===== src/rtl/ex_div_pkg.sv =====
// Shared constants for the execute-stage divider: FSM states, ready flag and
// start/stop request levels used by the execute and stall logic.
package ex_div_pkg;

    typedef enum logic [1:0] {
        DivFree   = 2'b00,
        DivByZero = 2'b01,
        DivOn     = 2'b10,
        DivEnd    = 2'b11
    } div_state_e;

    localparam logic DivResultReady    = 1'b1;
    localparam logic DivResultNotReady = 1'b0;
    localparam logic DivStart          = 1'b1;
    localparam logic DivStop           = 1'b0;

endpackage


===== src/rtl/ex_div.sv =====
// Multi-cycle restoring divider for DIV/DIVU; result packed {remainder, quotient}
// for HI/LO, one quotient bit per cycle, abortable by annul_i.
module ex_div
    import ex_div_pkg::*;
#(
    parameter int WIDTH = 32
) (
    input  logic               clk,
    input  logic               rst,
    input  logic               signed_div_i,
    input  logic [WIDTH-1:0]   opdata1_i,
    input  logic [WIDTH-1:0]   opdata2_i,
    input  logic               start_i,
    input  logic               annul_i,
    output logic [2*WIDTH-1:0] result_o,
    output logic               ready_o
);

    localparam int CW = $clog2(WIDTH + 1);

    div_state_e         state, state_n;
    logic [CW-1:0]      counter, counter_n;
    logic [WIDTH:0]     rem, rem_n;
    logic [WIDTH-1:0]   quo, quo_n;
    logic [WIDTH-1:0]   dvs, dvs_n;
    logic               neg_q, neg_q_n;
    logic               neg_r, neg_r_n;
    logic [2*WIDTH-1:0] result_n;
    logic               ready_n;

    logic [WIDTH:0]     shifted;
    logic [WIDTH+1:0]   diff;
    logic [WIDTH-1:0]   q_fix, r_fix;

    // quo starts as the dividend magnitude; its MSBs shift into the partial
    // remainder while quotient bits shift in at the bottom.
    assign shifted = {rem[WIDTH-1:0], quo[WIDTH-1]};
    assign diff    = {1'b0, shifted} - {2'b00, dvs};
    assign q_fix   = neg_q ? -quo : quo;
    assign r_fix   = neg_r ? -rem[WIDTH-1:0] : rem[WIDTH-1:0];

    always_comb begin
        state_n   = state;
        counter_n = counter;
        rem_n     = rem;
        quo_n     = quo;
        dvs_n     = dvs;
        neg_q_n   = neg_q;
        neg_r_n   = neg_r;
        result_n  = result_o;
        ready_n   = ready_o;
        unique case (state)
            DivFree: begin
                result_n = '0;
                ready_n  = DivResultNotReady;
                if (start_i == DivStart && !annul_i) begin
                    neg_q_n   = signed_div_i && (opdata1_i[WIDTH-1] ^ opdata2_i[WIDTH-1]);
                    neg_r_n   = signed_div_i && opdata1_i[WIDTH-1];
                    quo_n     = (signed_div_i && opdata1_i[WIDTH-1]) ? -opdata1_i : opdata1_i;
                    dvs_n     = (signed_div_i && opdata2_i[WIDTH-1]) ? -opdata2_i : opdata2_i;
                    rem_n     = '0;
                    counter_n = '0;
                    state_n   = (opdata2_i == '0) ? DivByZero : DivOn;
                end
            end
            DivByZero: begin
                result_n = '0;
                if (annul_i) begin
                    state_n = DivFree;
                    ready_n = DivResultNotReady;
                end else begin
                    state_n = DivEnd;
                    ready_n = DivResultReady;
                end
            end
            DivOn: begin
                if (annul_i) begin
                    state_n  = DivFree;
                    result_n = '0;
                    ready_n  = DivResultNotReady;
                end else if (counter == CW'(WIDTH)) begin
                    state_n  = DivEnd;
                    result_n = {r_fix, q_fix};
                    ready_n  = DivResultReady;
                end else begin
                    rem_n     = diff[WIDTH+1] ? shifted : diff[WIDTH:0];
                    quo_n     = {quo[WIDTH-2:0], ~diff[WIDTH+1]};
                    counter_n = counter + CW'(1);
                end
            end
            DivEnd: begin
                if (start_i == DivStop) begin
                    state_n  = DivFree;
                    result_n = '0;
                    ready_n  = DivResultNotReady;
                end
            end
            default: state_n = DivFree;
        endcase
    end

    always_ff @(posedge clk) begin
        if (rst) begin
            state    <= DivFree;
            counter  <= '0;
            rem      <= '0;
            quo      <= '0;
            dvs      <= '0;
            neg_q    <= 1'b0;
            neg_r    <= 1'b0;
            result_o <= '0;
            ready_o  <= DivResultNotReady;
        end else begin
            state    <= state_n;
            counter  <= counter_n;
            rem      <= rem_n;
            quo      <= quo_n;
            dvs      <= dvs_n;
            neg_q    <= neg_q_n;
            neg_r    <= neg_r_n;
            result_o <= result_n;
            ready_o  <= ready_n;
        end
    end

endmodule


===== config.mk =====
export PLATFORM = sky130hd
export DESIGN_NAME = ex_div
export DESIGN_NICKNAME = d
export VERILOG_FILES = /design/src/rtl/ex_div_pkg.sv /design/src/rtl/ex_div.sv
export SDC_FILE = /design/constraint.sdc
export NUM_CORES = 1
export LEC_CHECK = 0
export ABC_AREA = 1
export BUFFER_PORTS_ARGS = -buffer_cell sky130_fd_sc_hd__buf_2
export CAP_MARGIN = 20
export CORE_ASPECT_RATIO = 0.7
export CORE_MARGIN = 4
export CORE_UTILIZATION = 25
export CTS_CLUSTER_DIAMETER = 100
export DETAILED_ROUTE_END_ITERATION = 12
export PLACE_DENSITY = 0.49
export SETUP_SLACK_MARGIN = 0.5
export SYNTH_ARGS = -nofsm -noshare
export SYNTH_HDL_FRONTEND = slang
export SYNTH_SLANG_ARGS = --single-unit
export TNS_END_PERCENT = 5

===== constraint.sdc =====
create_clock -name clk -period 3.4 [get_ports clk]
set_clock_uncertainty 0.2 [all_clocks]
set_input_delay 1.02 -clock clk [delete_from_list [all_inputs] [get_ports clk]]
set_output_delay 1.02 -clock clk [all_outputs]
set_load 0.1 [all_outputs]

* After elaboration in Yosys (flattened, before gate mapping) *
Cells that the tools add are included.

cells by class
  reduce and logical (&&, ||, !) cells = 13
  $add $sub $neg = 6
  divide/modulo/power cells = 0
  eq/ne operators = 9
  magnitude comparators = 0
  multiplexer cells = 33
  shift-type cells = 0
  multiply operators = 0
  bitwise operators = 2

operator list
  kind                   count
  $mux W32               11
  $mux W64               3
  $pmux W64 S3           1
  $neg A32 Y32           4
  $pmux W32 S2           2
  $sub A33 B32 Y34       1
  $logic_not A32 Y1      1
  $mux W6                3
  $mux W2                6
  $pmux W6 S2            1
  $ne A2 B2 Y1 const B   4
  $pmux W2 S4            1
  $add A6 B1 Y6 const B  1
  $eq A6 B6 Y1 const B   1
  $eq A2 B2 Y1 const B   2
  $logic_and A1 B1 Y1    4
  $mux W1                4
  $pmux W1 S4            1
  $reduce_and A2 Y1      2
  $reduce_and A4 Y1      1
  $ne A3 B3 Y1 const B   1
  $reduce_and A3 Y1      1
  $eq A2 B1 Y1 const B   1
  $logic_not A2 Y1       1
  5 further kinds        5

storage, ports and cells
  bits in writable memories = 0
  word-level logic and storage cells = 72
  flip-flop bits (word level) = 171
  memory bits (read-only) = 0
  memories kept = 0
  output and inout port bits = 65
  bits of input ports = 69
  latch bits = 0

* Longest topological paths before layout *
  word-level depth = 5
  mapped depth = 16
  mapped depth without buffers = 16

* Worst setup path before layout *
No wires, ideal clock.

  path type = input to register
  start = input port opdata2_i[0]
  end = register dvs[30]
  setup slack = 0.749 ns
  required time = 3.091 ns
  arrival = 2.342 ns
  stages = 13
  library setup time = 0.109 ns
  buffers on the path = 0
  cell sequence = inv_1 -> ha_1 -> nand2_1 -> nor2_1 -> nand2_1 -> inv_1 -> nand4_1 -> o21ai_0 -> nand2_1 -> nand2_1 -> nand3_1 -> nand2_1 -> inv_1

on the way
  word-level cells in the longest chain between the ends = 2

RTL lines
  item                    RTL line       text
  start: declaration      ex_div.sv:12   input logic [WIDTH-1:0] opdata2_i,
  $neg A32 Y32            ex_div.sv:60   dvs_n = (signed_div_i && opdata2_i[WIDTH-1]) ? -opdata2_i : opdata2_i;
  $mux W32                ex_div.sv:60
  end signal: assignment  ex_div.sv:118  dvs <= dvs_n;
  end: declaration        ex_div.sv:25   logic [WIDTH-1:0] dvs, dvs_n;

No other way between the ends.
A chain may end at the register's enable or synchronous reset.

* Worst setup path after layout *
  start = register rem[25]
  end = register rem[28]

on the way
  word-level cells in the longest chain between the ends = 5

RTL lines
  item                      RTL line       text
  start: declaration        ex_div.sv:23   logic [WIDTH:0] rem, rem_n;
  start signal: assignment  ex_div.sv:116  rem <= rem_n;
  $sub A33 B32 Y34          ex_div.sv:38   assign diff = {1'b0, shifted} - {2'b00, dvs};
  $mux W32                  ex_div.sv:86   rem_n = diff[WIDTH+1] ? shifted : diff[WIDTH:0];
  $mux W32                  ex_div.sv:81   end else if (counter == CW'(WIDTH)) begin
  $mux W32                  ex_div.sv:77   if (annul_i) begin
  $pmux W32 S2              ex_div.sv:52   unique case (state)

No other way between the ends. The select of a mux whose other input is x is not followed.

==> impl_results.md <==
- Reg2reg path depth: 12
- # DRC: 0
- Synth Cell Area: 12,600 um2
- Worst R2R End: rem[28]
- Hold Fails Final Rpt: 0
- Crit-path max FO: 27
- Max-cap viol count: 0
- CTS H-tree depth: 4
- Max-slew violations: 0
- Mapped Cells: 2,094
- Synth top area share: 27.3%
- Final GP Congestion: 0.907
- Ports: approximately 130
- Critical setup path kind: reg -> reg
- Worst-Skew Late Latency: 460 ps
- HPWL Detailed: 38,300 um
- Post-synth cell types: between 50 and 60
- Synth top area cells: dfxtp_1 27%, nand2_1 18%, inv_1 8.9%
- F_max: 356 MHz
- Post-Synth Simple-Gate Area: 36.6%
- Max_slew headroom: around 50%
- Avg Vias per Cell: ~4.8
- Total GRT Usage: 17.3%
- Initial DRC count: 1,520
- Full die area: around 54,000 um2
- Mux contribution to synthesized area: 0%
- Core area: 49,500 um2
- Post-CTS Repair Setup Buffers: 0
- Worst Tran Pin Value: 739 ps
- Clk slew on worst S/H paths: about 70 ps
- Initial antenna violation count: 0
- Post-synthesis compound-gate area fraction: 16.8%
- Hold Crit Depth: 2
- Min-delay src: result_o[0]
- Root buffer cell: clkbuf_16
- Final nets: between 2,000 and 2,500
- Antenna cells: 0
- Clock buffer depth: 2
- Max VDD drop: 435 uV
- Hold_ws: 263 ps
- Non-filler cells in the finished layout: between 2,000 and 3,000
- CTS sink count: 171
- CTS Buf Count: 17
- WL/cell: 16.5 um
- PD cells: roughly 640 nW/um2
- Initial Util: 25.4%
- Layout fillers: between 5,000 and 6,000
- First-pass GRT wire length: slightly above 70,000 um
- Total iterations of the first detailed-routing run: 6
- Commonest non-fill, non-tap cell in the layout: nand2_1
- Net count after synthesis: 2,206
- Mean post-synth cell area: between 5 and 6 um2
- Area leader, netlist: dfxtp_1
- Startpoint Class: flip-flop
- Ys Warns: 0
- Fin crit period: 2810 ps
- XOR/XNOR Fraction of Synth Area: about 2.9%
- Arrival @ worst endpoint: 2910 ps
- Largest family of logic cells by synthesized area: simple AND/OR/NAND/NOR gates
- Sequential area share after synthesis: 27.3%
- Largest net degree at the start of global routing: 138
- Hold Path End: result_o[0]
- Setup ws final: 594 ps
- Routed WL: 47,400 um
- Status: finished clean
- Layout cells sized above 1: a little over a tenth
- Worst setup EP type: flip-flop
- DIE WIDTH: 276 um
- Die height: around 200 um
- Antenna Nets Post-Route: 0
- CTS hold repair buffers: 0
- Vias in the first global route: 12,180
- Adder-Cell Fraction of Synth Area: ~4.3%
- Tcrit/Tclk final: between 80 and 90%
- Final-report setup violation count: 0
- Inst Count DP: 2,850
- FF+latch count, synth: 171
- Placement Setup Slack: roughly 260 ps
- Reg-to-reg startpoint: rem[25]
- Setup TNS: 0 ps
- Number of port buffers: 133
- Hold WC Path Type: reg -> reg
- CP Data Required Time: 3500 ps
- Area delta synth->final: 15.8%
- Gr ovfl total: 0
- R2r setup slk: around 590 ps
- CTS tree: done
- Core Rows: 68
- Most frequent cells in the layout: 597 x nand2_1, 298 x inv_1, 211 x nand3_1
- Vias: 13,805
- RSZ-0062 raised after global routing: yes
- P_leak: 6.99 nW
logic make-up (layout without fill, tap and decap cells):
| group | after synthesis | in the layout |
|---|---|---|
| adders and majority gates | 43 | 43 |
| buffers and inverters | 382 | 505 |
| DFF | 171 | 171 |
| and+or+nand+nor | 1074 | 1074 |
| AOI/OAI and AO/OA | 382 | 382 |
| xor gates and xnor gates | 42 | 42 |
power breakdown:
| part | internal [mW] | leakage [nW] | switching, mW |
|---|---|---|---|
| sequential | 2.28 | 1.39 | 0.359 |
| clock | 0.952 | 0.258 | 0.909 |
| combinational | 1.37 | 5.34 | 3.43 |
flip-flops by register name (all words and copies together), names as in the netlist:
register and count:
counter 6, dvs 32, neg_q 1, neg_r 1, quo 32, ready_o 1
rem 32, result_o 64, state 2
cells in the mapped netlist (all sizes together):
cell / number
a31oi: 12
o221ai: 5
o211ai: 16
o21a: 1
nor2: 167
a21oi: 195
xnor2: 18
clkinv: 5
a32oi: 1
a21o: 6
buf: 33
o31ai: 6
a221oi: 1
o41ai: 1
dfxtp: 171
nand3: 213
a22oi: 22
o21ai: 113
o21bai: 3
nor3: 25
nor4: 5
and3: 2
xor2: 24
ha: 42
inv: 303
nand4: 31
nand2: 607
clkbuf: 41
nor3b: 3
or3: 1
or2: 9
and2: 4
fa: 1
nand3b: 7
metal layers:
| metal | routed length [um] | up-vias | global-route usage [%] |
|---|---|---|---|
| li1 | - | 7023 | - |
| met1 | 26400 | 6325 | 29.8 |
| met2 | 17100 | 437 | 21.5 |
| met3 | 3510 | 20 | 2.73 |
| met4 | 415 | 0 | 3.09 |
| met5 | 0 | - | 0 |
how the worst max path moves through the flow:
stage,slack (ps),startpoint,end
6_report,590,rem[25],rem[28]
5_1_grt,450,opdata2_i[0],dvs[30]
4_1_cts,590,rem[20],rem[2]
3_5_place_dp,260,opdata2_i[0],dvs[30]
3_3_place_gp,230,opdata2_i[0],dvs[30]
2_1_floorplan,750,opdata2_i[0],dvs[30]
worst max-delay path, stage by stage (launching register included):
cell and delay (ps):
dfxtp_1 350, ha_1 390, a21oi_1 360, nor2_1 100, o21ai_0 190, nand2_1 170, nor2_8 170, buf_4 310
nand3_1 140, nand2_1 80, inv_1 70, nand2_1 60, a21oi_1 50
cell type report:
type / count / area, um2 / area share [%]
Clock buffer: 19 / 433 / 2.98
Clock inverter: 13 / 111 / 0.766
Inverter: 308 / 1160 / 7.96
Timing Repair Buffer: 165 / 946 / 6.50
Tap cell: 665 / 832 / 5.72
Sequential cell: 171 / 3430 / 23.6
Multi-Input combinational cell: 1541 / 7630 / 52.5
through the flow:
| stage | utilization [%] | cell area [um2] | power [mW] |
|---|---|---|---|
| 2_1_floorplan | - | 12600 | 5.99 |
| 3_3_place_gp | 28.2 | 14000 | 7.37 |
| 3_5_place_dp | 28.2 | 14000 | 7.39 |
| 4_1_cts | 29.3 | 14500 | 9.29 |
| 5_1_grt | 29.4 | 14500 | 10.0 |
| 6_report | 29.4 | 14500 | 9.31 |
timing repair:
action | in CTS | in global routing
hold endpoints to repair | 0 | 0
resized for setup | 0 | 8
endpoints found under the setup margin | 0 | 24
Note: power is estimated with default switching activity, not from simulation.
